### config.mk
export PLATFORM = sky130hd
export DESIGN_NAME = imem_prefetch_queue_flat
export DESIGN_NICKNAME = d
export VERILOG_FILES = /design/src/rtl/imem_prefetch_queue_pkg.sv /design/src/rtl/imem_prefetch_queue_if.sv /design/src/rtl/imem_prefetch_queue_fifo.sv /design/src/rtl/imem_prefetch_queue.sv /design/src/flat_wrapper.sv
export SDC_FILE = /design/constraint.sdc
export NUM_CORES = 1
export LEC_CHECK = 0
export BUFFER_PORTS_ARGS = -buffer_cell sky130_fd_sc_hd__buf_2
export CORE_MARGIN = 5
export CORE_UTILIZATION = 60
export DETAILED_ROUTE_END_ITERATION = 10
export MAX_ROUTING_LAYER = met4
export PLACE_DENSITY_LB_ADDON = 0.1
export SYNTH_ARGS = -nofsm -noshare
export SYNTH_HDL_FRONTEND = slang
export SYNTH_SLANG_ARGS = --single-unit
### constraint.sdc
create_clock -name clock -period 7.6 [get_ports clock]
set_clock_uncertainty 0.05 [all_clocks]
set_input_delay 0.76 -clock clock [delete_from_list [all_inputs] [get_ports clock]]
set_output_delay 0.76 -clock clock [all_outputs]
set_load 0.05 [all_outputs]
### src/rtl/imem_prefetch_queue_pkg.sv
// Shared types and constants for the instruction prefetch queue.
package imem_prefetch_queue_pkg;

  localparam int                PC_WIDTH      = 32;
  localparam int                DEPTH_DEFAULT = 4;
  localparam logic [PC_WIDTH-1:0] NOP_INSN    = 32'd0;

  typedef struct packed {
    logic [PC_WIDTH-1:0] pc;
    logic [PC_WIDTH-1:0] insn;
  } entry_t;

endpackage

### src/rtl/imem_prefetch_queue_if.sv
// Instruction-memory, fetch-stage and redirect signals of the prefetch queue.
interface imem_prefetch_queue_if;
  import imem_prefetch_queue_pkg::*;

  logic [PC_WIDTH-1:0] address_imem;
  logic [PC_WIDTH-1:0] q_imem;
  logic                fetch_ready;
  logic                fetch_valid;
  logic [PC_WIDTH-1:0] fetch_insn;
  logic [PC_WIDTH-1:0] fetch_pc;
  logic                redirect;
  logic [PC_WIDTH-1:0] redirect_pc;

  // master: the prefetch queue; slave: imem plus fetch stage around it
  modport master (
    output address_imem,
    input  q_imem,
    input  fetch_ready,
    output fetch_valid,
    output fetch_insn,
    output fetch_pc,
    input  redirect,
    input  redirect_pc
  );

  modport slave (
    input  address_imem,
    output q_imem,
    output fetch_ready,
    input  fetch_valid,
    input  fetch_insn,
    input  fetch_pc,
    output redirect,
    output redirect_pc
  );

endinterface

### src/rtl/imem_prefetch_queue_fifo.sv
// Circular buffer of {pc, insn} entries with a synchronous clear for flushes.
module prefetch_fifo
  import imem_prefetch_queue_pkg::*;
#(
  parameter int DEPTH = DEPTH_DEFAULT
) (
  input  logic                   clock,
  input  logic                   reset,
  input  logic                   push_i,
  input  entry_t                 push_entry_i,
  input  logic                   pop_i,
  input  logic                   clear_i,
  output entry_t                 head_entry_o,
  output logic [$clog2(DEPTH):0] count_o
);

  localparam int               PTR_W = $clog2(DEPTH);
  localparam logic [PTR_W:0]   FULL  = (PTR_W+1)'(DEPTH);

  entry_t             mem_q [DEPTH];
  logic [PTR_W-1:0]   head_q;
  logic [PTR_W-1:0]   tail_q;
  logic [PTR_W:0]     count_q;

  // NOTE: the storage array is deliberately not reset; count_q alone says which slots are live.
  always_ff @(posedge clock) begin
    if (push_i && !clear_i) mem_q[tail_q] <= push_entry_i;
  end

  // NOTE: sequential state uses <= so every register samples pre-edge values.
  always_ff @(posedge clock or posedge reset) begin
    if (reset) begin
      head_q  <= '0;
      tail_q  <= '0;
      count_q <= '0;
    end else if (clear_i) begin
      head_q  <= '0;
      tail_q  <= '0;
      count_q <= '0;
    end else begin
      if (push_i) tail_q <= tail_q + PTR_W'(1);
      if (pop_i)  head_q <= head_q + PTR_W'(1);
      count_q <= count_q + {{PTR_W{1'b0}}, push_i} - {{PTR_W{1'b0}}, pop_i};
    end
  end

  assign head_entry_o = mem_q[head_q];
  assign count_o      = count_q;

  no_overflow_a: assert property (@(posedge clock) disable iff (reset)
    !(push_i && !clear_i && count_q == FULL));
  no_underflow_a: assert property (@(posedge clock) disable iff (reset)
    !(pop_i && !clear_i && count_q == '0));

endmodule

### src/rtl/imem_prefetch_queue.sv
// Instruction prefetch queue: credit-based imem issue, redirect flush, head presentation.
module imem_prefetch_queue
  import imem_prefetch_queue_pkg::*;
#(
  parameter int                  DEPTH = DEPTH_DEFAULT,
  parameter logic [PC_WIDTH-1:0] NOP   = NOP_INSN
) (
  input  logic                  clock,
  input  logic                  reset,
  imem_prefetch_queue_if.master bus
);

  localparam int CNT_W = $clog2(DEPTH) + 1;

  logic [PC_WIDTH-1:0] next_pc_q,   next_pc_d;
  logic [PC_WIDTH-1:0] issued_pc_q, issued_pc_d;
  logic                inflight_q,  inflight_d;

  logic [CNT_W-1:0]    count;
  logic                issue;
  logic                push;
  logic                pop;
  logic                valid;
  entry_t              push_entry;
  entry_t              head_entry;

  // NOTE: every always_comb output gets a default first so no path can infer a latch.
  always_comb begin
    valid       = (count != '0);
    // an issue is allowed only when a slot is reserved for it and for any response still in flight
    issue       = !bus.redirect && ((count + CNT_W'(inflight_q)) < CNT_W'(DEPTH));
    push        = inflight_q && !bus.redirect;
    pop         = valid && bus.fetch_ready && !bus.redirect;
    push_entry  = '{pc: issued_pc_q, insn: bus.q_imem};

    next_pc_d   = next_pc_q;
    issued_pc_d = issued_pc_q;
    inflight_d  = 1'b0;
    if (bus.redirect) begin
      next_pc_d = bus.redirect_pc;
    end else if (issue) begin
      next_pc_d   = next_pc_q + 32'd1;
      issued_pc_d = next_pc_q;
      inflight_d  = 1'b1;
    end
  end

  always_ff @(posedge clock or posedge reset) begin
    if (reset) begin
      next_pc_q   <= '0;
      issued_pc_q <= '0;
      inflight_q  <= 1'b0;
    end else begin
      next_pc_q   <= next_pc_d;
      issued_pc_q <= issued_pc_d;
      inflight_q  <= inflight_d;
    end
  end

  prefetch_fifo #(.DEPTH(DEPTH)) u_fifo (
    .clock        (clock),
    .reset        (reset),
    .push_i       (push),
    .push_entry_i (push_entry),
    .pop_i        (pop),
    .clear_i      (bus.redirect),
    .head_entry_o (head_entry),
    .count_o      (count)
  );

  assign bus.address_imem = next_pc_q;
  assign bus.fetch_valid  = valid;
  assign bus.fetch_insn   = valid ? head_entry.insn : NOP;
  assign bus.fetch_pc     = valid ? head_entry.pc   : next_pc_q;

endmodule

### src/flat_wrapper.sv
// flat-port wrapper written by rule: the top's interface ports become plain ports
module imem_prefetch_queue_flat import imem_prefetch_queue_pkg::*;
#(
  parameter int                  DEPTH = DEPTH_DEFAULT,
  parameter logic [PC_WIDTH-1:0] NOP   = NOP_INSN
)
  (clock, reset, bus_address_imem, bus_q_imem, bus_fetch_ready, bus_fetch_valid, bus_fetch_insn, bus_fetch_pc, bus_redirect, bus_redirect_pc);
  imem_prefetch_queue_if bus_i ();
  input  logic clock;
  input  logic reset;
  output wire logic [$bits(bus_i.address_imem)-1:0] bus_address_imem;
  input wire logic [$bits(bus_i.q_imem)-1:0] bus_q_imem;
  input wire logic [$bits(bus_i.fetch_ready)-1:0] bus_fetch_ready;
  output wire logic [$bits(bus_i.fetch_valid)-1:0] bus_fetch_valid;
  output wire logic [$bits(bus_i.fetch_insn)-1:0] bus_fetch_insn;
  output wire logic [$bits(bus_i.fetch_pc)-1:0] bus_fetch_pc;
  input wire logic [$bits(bus_i.redirect)-1:0] bus_redirect;
  input wire logic [$bits(bus_i.redirect_pc)-1:0] bus_redirect_pc;
  assign bus_address_imem = bus_i.address_imem;
  assign bus_i.q_imem = bus_q_imem;
  assign bus_i.fetch_ready = bus_fetch_ready;
  assign bus_fetch_valid = bus_i.fetch_valid;
  assign bus_fetch_insn = bus_i.fetch_insn;
  assign bus_fetch_pc = bus_i.fetch_pc;
  assign bus_i.redirect = bus_redirect;
  assign bus_i.redirect_pc = bus_redirect_pc;
  imem_prefetch_queue #(.DEPTH(DEPTH), .NOP(NOP)) u_core (.clock(clock), .reset(reset), .bus(bus_i));
endmodule
==> impl_metrics.csv, run 1 <==
group,metric,value,unit
status,status,"finished clean",
cts,postCtsSetupRepairBufs,0,
cts,cts.htree.levels,2,
route,vias_per_cell,5.947,
cts,postCtsHoldBufs,0,
yosys,ys.warnings.count,0,
pwr,finalPower,0.006023,W
cts,clkSinkCount,328,
pwr,leakage,5.670,nW
yosys,synth_mux_area_share,16.41,%
timing,fin_worst_hold_slack,0.4153,ns
timing,rsz0062_at_grt,"false",
yosys,synth-seq-cells,328,
floorplan,die-width,159.6,µm
timing,min_period,4.049,ns
setup_path,required,6.79,ns
floorplan,die_area,25460,µm²
setup_path,cp-start-kind,"flip-flop",
timing,fin_setup_tns,0,ns
grt,grt_overflow,0,
yosys,synth_cell_type_count,38,
timing,slew_headroom,18.34,%
cells_and_area,fillers,1392,
yosys,netlist_instances,742,
floorplan,start_util,61.31,%
grt,track_usage,23.00,%
floorplan,fp-row-count,54,
cts,clk_pin_slew,0.06,ns
yosys,yosysSeqAreaShare,70.71,%
placed_design,port_buffers,164,
yosys,synthAdderAreaFrac,0.8018,%
yosys,synthXorXnorAreaFrac,2.405,%
hold_path,min_path_type,"input pin to flip-flop",
yosys,synth_compound_area_share,1.221,%
setup_path,crit_fanout,47,
grt,grt_pass1_wl,44680,µm
route,routed_wl,28430,µm
cts,post_cts_resized,0,
run,maxCapViolations,0,
timing,setup_viol,0,
route,antenna_left,0,
timing,min_period_over_period,53.28,%
cts,numCtsBuffers,35,
floorplan,core_area,21890,µm²
placed_design,dpl_worst_slack,4.010,ns
placed_design,dpl.hpwl,16760,µm
timing,timing.fmax,247.0,MHz
yosys,yosys.area_share.simple,6.834,%
timing,finalMaxSlewViolations,0,
yosys,synth_flop_cell,"edfxtp_1",
floorplan,ios,165,
cts,clockBufferDepth,3,
cts,clock_latency,0.51,ns
yosys,synth-edff-count,256,
route,wl_per_cell,23.30,µm
timing,tightestPinTransition,1.222,ns
timing,hold_viol,0,
grt,grt_max_degree,73,
pwr,power_density,383.9,nW/µm²
route,first_pass_iters,5,
yosys,synth_area_per_cell,18.09,µm²
setup_path,worstPathArrival,3.24,ns
placed_design,gp_congestion,0.8027,
setup_path,r2r_slack,4.28,ns
pwr,ir_worst_vdd,271.1,µV
yosys,syn-num-nets,818,
yosys,netlist_area,13420,µm²
grt,antenna_found_initial,7,
route,vias,7255,
cells_and_area,layout-drive-gt1-share,39.81,%
route,drcViolationCount,0,
timing,finalWorstSetupSlack,3.551,ns
yosys,synth-async-reset-ratio,21.95,%
yosys,synth_top_family_by_area,"multiplexers",
floorplan,die_h,159.6,µm
cells_and_area,area_growth,16.91,%
grt,grt_pass1_vias,7976,
route,drt_iter0_drc,506,
cts,cts_root_buffer,"clkbuf_16",
cts,cts_tree,"done",
setup_path,crit_type,"flip-flop to primary output",
setup_path,endpoint_kind,"primary output",
cells_and_area,num-nets-final,984,
## logic make-up (layout without fill, tap and decap cells)
group / after synthesis / after routing
flops: 328 / 328
compound gates: 32 / 32
fa+ha+maj: 8 / 8
other cells: 0 / 8
xor+xnor: 36 / 36
simple gates: 155 / 155
mux: 132 / 132
buf+inv: 51 / 241
## per-stage QoR
stage / instance area, µm² / utilization, % / instances
floorplan: 13420 / - / 742
global route: 15690 / 71.66 / 1219
CTS: 15670 / 71.58 / 1212
finish: 15690 / 71.67 / 1220
detailed placement: 14480 / 66.15 / 1151
global placement: 14480 / 66.15 / 1151
## layout by cell type (no fill, tap or decap), types with 2 or more instances in the layout
master,count
o21ai_1,6
edfxtp_1,256
or4_4,2
o21ai_0,24
or4_1,3
ha_1,7
mux2_2,64
and4_1,4
dfrtp_4,2
nor2_1,12
bufinv_16,5
clkinv_1,6
mux4_2,64
buf_4,5
and2_4,4
nand2_1,39
nor3_1,3
buf_2,164
nor4_2,7
xnor2_1,16
xor2_1,19
dfrtp_1,70
nand3_1,14
nand4_1,17
mux2i_1,4
diode_2,8
and2_1,35
nor2b_1,3
inv_1,10
and3_1,4
clkbuf_8,3
clkinvlp_4,2
clkinv_2,5
clkbuf_16,37
clkbuf_1,4
## path summary, 6_finish.rpt
check / cells after the start / startpoint / end
max in group asynchronous: 3 / reset / u_core.u_fifo.head_q[1]
setup / recovery: 4 / u_core.u_fifo.head_q[0] / bus_fetch_pc[23]
min in group asynchronous: 3 / reset / u_core.issued_pc_q[24]
hold / removal: 3 / bus_redirect_pc[0] / u_core.bus.address_imem[0]
hold reg to reg: 0 / u_core.issued_pc_q[11] / u_core.u_fifo.mem_q[2][43]
setup reg to reg: 11 / u_core.u_fifo.count_o[1] / u_core.u_fifo.count_o[2]
## critical path, stage by stage (launching register included)
cell and delay [ns]:
dfrtp_4 0.72, buf_4 0.79, mux4_2 0.61, mux2_2 0.27, buf_2 0.21
## registers in the layout, indices dropped and copies added, names as in the netlist
| signal | count |
|---|---|
| u_core.u_fifo.tail_q | 2 |
| u_core.u_fifo.count_o | 3 |
| u_core.issued_pc_q | 32 |
| u_core.bus.address_imem | 32 |
| u_core.u_fifo.head_q | 2 |
| u_core.inflight_q | 1 |
| u_core.u_fifo.mem_q | 256 |
## where the power goes
| part | internal [W] | switching (W) |
|---|---|---|
| Sequential | 0.00219 | 0.000202 |
| Clock | 0.00108 | 0.000653 |
| Combinational | 0.000627 | 0.00127 |
## layout make-up
cell class | instances | area (µm²) | area share, %
clock buffer | 44 | 982.2 | 6.260
sequential | 328 | 9497 | 60.53
clock inverter | 17 | 207.7 | 1.324
tap | 280 | 350.3 | 2.233
antenna | 8 | 20.02 | 0.1276
inverter | 11 | 42.54 | 0.2711
timing repair buffer | 169 | 858.3 | 5.471
multi-input combinational | 363 | 3732 | 23.79
## per-layer routing
metal	GRT usage, %	vias up	wire [µm]
met5	-	-	0
met4	5.312	0	478
met3	5.799	40	2041
met2	37.75	251	14480
met1	29.42	3737	11430
li1	-	3227	-
## Yosys cell counts (14+ instances only)
cell type / n / area, µm²
and2_1: 39 / 244.0
buf_2: 15 / 75.07
clkbuf_1: 18 / 67.56
dfrtp_1: 72 / 1802
edfxtp_1: 256 / 7687
mux2_2: 64 / 720.7
mux4_2: 64 / 1441
nand2_1: 39 / 146.4
nand3_1: 14 / 70.07
nand4_1: 17 / 106.4
o21ai_0: 24 / 120.1
xnor2_1: 16 / 140.1
xor2_1: 19 / 166.4
Power figures use the tool's default switching activity.
==> run 2, diff against run 1 <==
- CORE_UTILIZATION: 60 -> 52
- clock period: 7.6 -> 3.6 ns (I/O delays scaled with it)
==> run 2 against run 1 <==
Against the previous run: cell count grew 4.7%; power increased by 110%; register-to-register slack lost 3.5 ns; non-clock buffer count rose by 13; die area increased by 14%; critical endpoint is now bus_fetch_pc[30].
==> impl_metrics.csv, run 2 (synthesis results as in run 1) <==
group,metric,value,unit
route,drcViolationCount,0,
setup_path,crit_slowest_cell,"dfrtp_4",
cells_and_area,layout_commonest_cell,"edfxtp_1",
pwr,swShare,34.91,%
cts,numCtsBuffers,35,
timing,rsz0062_at_grt,"false",
timing,hold_viol,0,
grt,grt_pass1_vias,7950,
grt,grt_use_met3,3.119,%
hold_path,min_path_type,"input pin to asynchronous set/reset pin",
setup_path,crit_type,"flip-flop to primary output",
cts,postCtsHoldBufs,1,
route,wl_per_cell,22.79,µm
floorplan,die_area,29120,µm²
timing,tightestPinTransition,1.075,ns
setup_path,cp_cell_sequence,"buf_4 -> mux4_2 -> nand2_1 -> o21ai_0 -> buf_2",
grt,track_usage,20.88,%
setup_path,timing.rr.start,"u_core.u_fifo.count_o[1]",
cells_and_area,largest_reg_flops,256,
cts,cts_tree,"done",
cells_and_area,num-nets-final,997,
grt,grt_overflow,0,
route,vias,7264,
timing,finalMaxSlewViolations,0,
grt,busiest_layer,"met2",
pwr,leakage,5.770,nW
setup_path,critPathMaxStageDelay,0.76,ns
grt,use_met2,34.28,%
setup_path,worstPathArrival,2.66,ns
cells_and_area,layout-drive-gt1-share,40.23,%
setup_path,endpoint_kind,"primary output",
grt,use_met1,28.22,%
run,maxCapViolations,0,
route,drt_iter0_drc,553,
cells_and_area,mostFrequentLayoutCells,"edfxtp_1 (256), buf_2 (164), dfrtp_1 (70)",
timing,min_period,3.066,ns
pwr,p_int,0.008381,W
grt,grt_pass1_wl,45340,µm
pwr,combPwrFrac,31.9,%
setup_path,cp-start-kind,"flip-flop",
floorplan,start_util,52.99,%
cts,postCtsSetupRepairBufs,0,
cts,cts_root_buffer,"clkbuf_16",
pwr,finalPower,0.01288,W
pwr,power_density,808.0,nW/µm²
cts,clock_latency,0.50,ns
pwr,seqPwrFrac,39.1,%
route,vias_per_cell,5.688,
status,status,"finished clean",
pwr,clockPowerShare,29.0,%
cells_and_area,largest-register,"u_core.u_fifo.mem_q",
pwr,power.switching,0.004495,W
placed_design,gp_congestion,0.8495,
floorplan,die-width,170.7,µm
route,routed_wl,29100,µm
route,antenna_left,0,
cts,clockBufferDepth,3,
setup_path,cp-startpoint,"u_core.u_fifo.head_q[0]",
timing,fin_setup_tns,0,ns
cts,cts.htree.levels,2,
setup_path,crit_fanout,23,
floorplan,fp-row-count,58,
cts,clkSinkCount,328,
placed_design,dpl.hpwl,18190,µm
floorplan,ios,165,
timing,min_period_over_period,85.17,%
timing,timing.fmax,326.1,MHz
pwr,ir_worst_vdd,528.8,µV
timing,slew_headroom,28.32,%
timing,setup_viol,0,
setup_path,required,3.19,ns
floorplan,die_h,170.7,µm
grt,grt_max_degree,57,
grt,antenna_found_initial,0,
cells_and_area,antenna_cells,0,
route,first_pass_iters,5,
cts,clk_pin_slew,0.06,ns
placed_design,port_buffers,164,
floorplan,core_area,25330,µm²
cells_and_area,area_growth,18.75,%
cts,post_cts_resized,0,
## run 2: cell count changes in the layout (fill, tap and decap cells not counted)
cell	previous run	this run
buf_12	0	6
buf_4	5	11
bufinv_16	5	6
clkbuf_1	4	11
clkinv_1	6	3
clkinv_2	5	3
clkinvlp_4	2	0
diode_2	8	0
dlygate4sd3_1	0	1
inv_6	0	1
## run 2: power groups by stage
stage / Combinational [W] / Clock (W) / Sequential (W)
after floorplan: 0.00314 / 0 / 0.00504
after global placement: 0.00413 / 0 / 0.00507
after detailed placement: 0.00417 / 0 / 0.00512
after CTS: 0.00418 / 0.00382 / 0.00504
after global routing: 0.00434 / 0.00399 / 0.00510
final: 0.00410 / 0.00374 / 0.00504
## run 2: area by class of cell
type	instances	area (µm²)
repair buffers	182	1033
flip-flops and latches	328	9497
clock inverters	12	210.2
clock buffers	51	1008
fillers	1839	9390
well taps	330	412.9
inverters	11	42.54
multi-input cells	363	3732
## run 2: per-layer routing
layer	part of all wire [%]	wire length (µm)
met5	0	0
met4	1.5	422
met3	5.7	1659
met2	51	14820
met1	42	12200
## run 2: through the flow
step	hold WS, ns	instance area, µm²	std cells	utilization (%)	setup WS (ns)
floorplan	0.4089	13420	742	-	0.4580
global placement	0.4295	14710	1213	58.07	0.9212
detailed placement	0.4469	14710	1213	58.07	0.7997
CTS	0.00004063	15940	1277	62.92	0.4682
global route	0.004262	15940	1277	62.92	0.3593
finish	0.009279	15940	1277	62.92	0.5337
## run 2: final timing paths
path | to | slack (ns) | cells after the start
min reg2reg | u_core.u_fifo.mem_q[3][39] | 0.46 | 0
min | u_core.issued_pc_q[24] | 0.009 | 2
max reg2reg | u_core.u_fifo.count_o[2] | 0.81 | 10
min in group clock | u_core.bus.address_imem[18] | 0.02 | 3
max | bus_fetch_pc[30] | 0.53 | 5
max in group asynchronous | u_core.issued_pc_q[13] | 2.64 | 3
## run 2: critical path, delay by kind of cell (launching register included)
family | cells | cell delay [ns]
compound gates | 1 | 0.13
mux | 1 | 0.54
simple gates | 1 | 0.07
flops | 1 | 0.76
buf+inv | 2 | 0.65
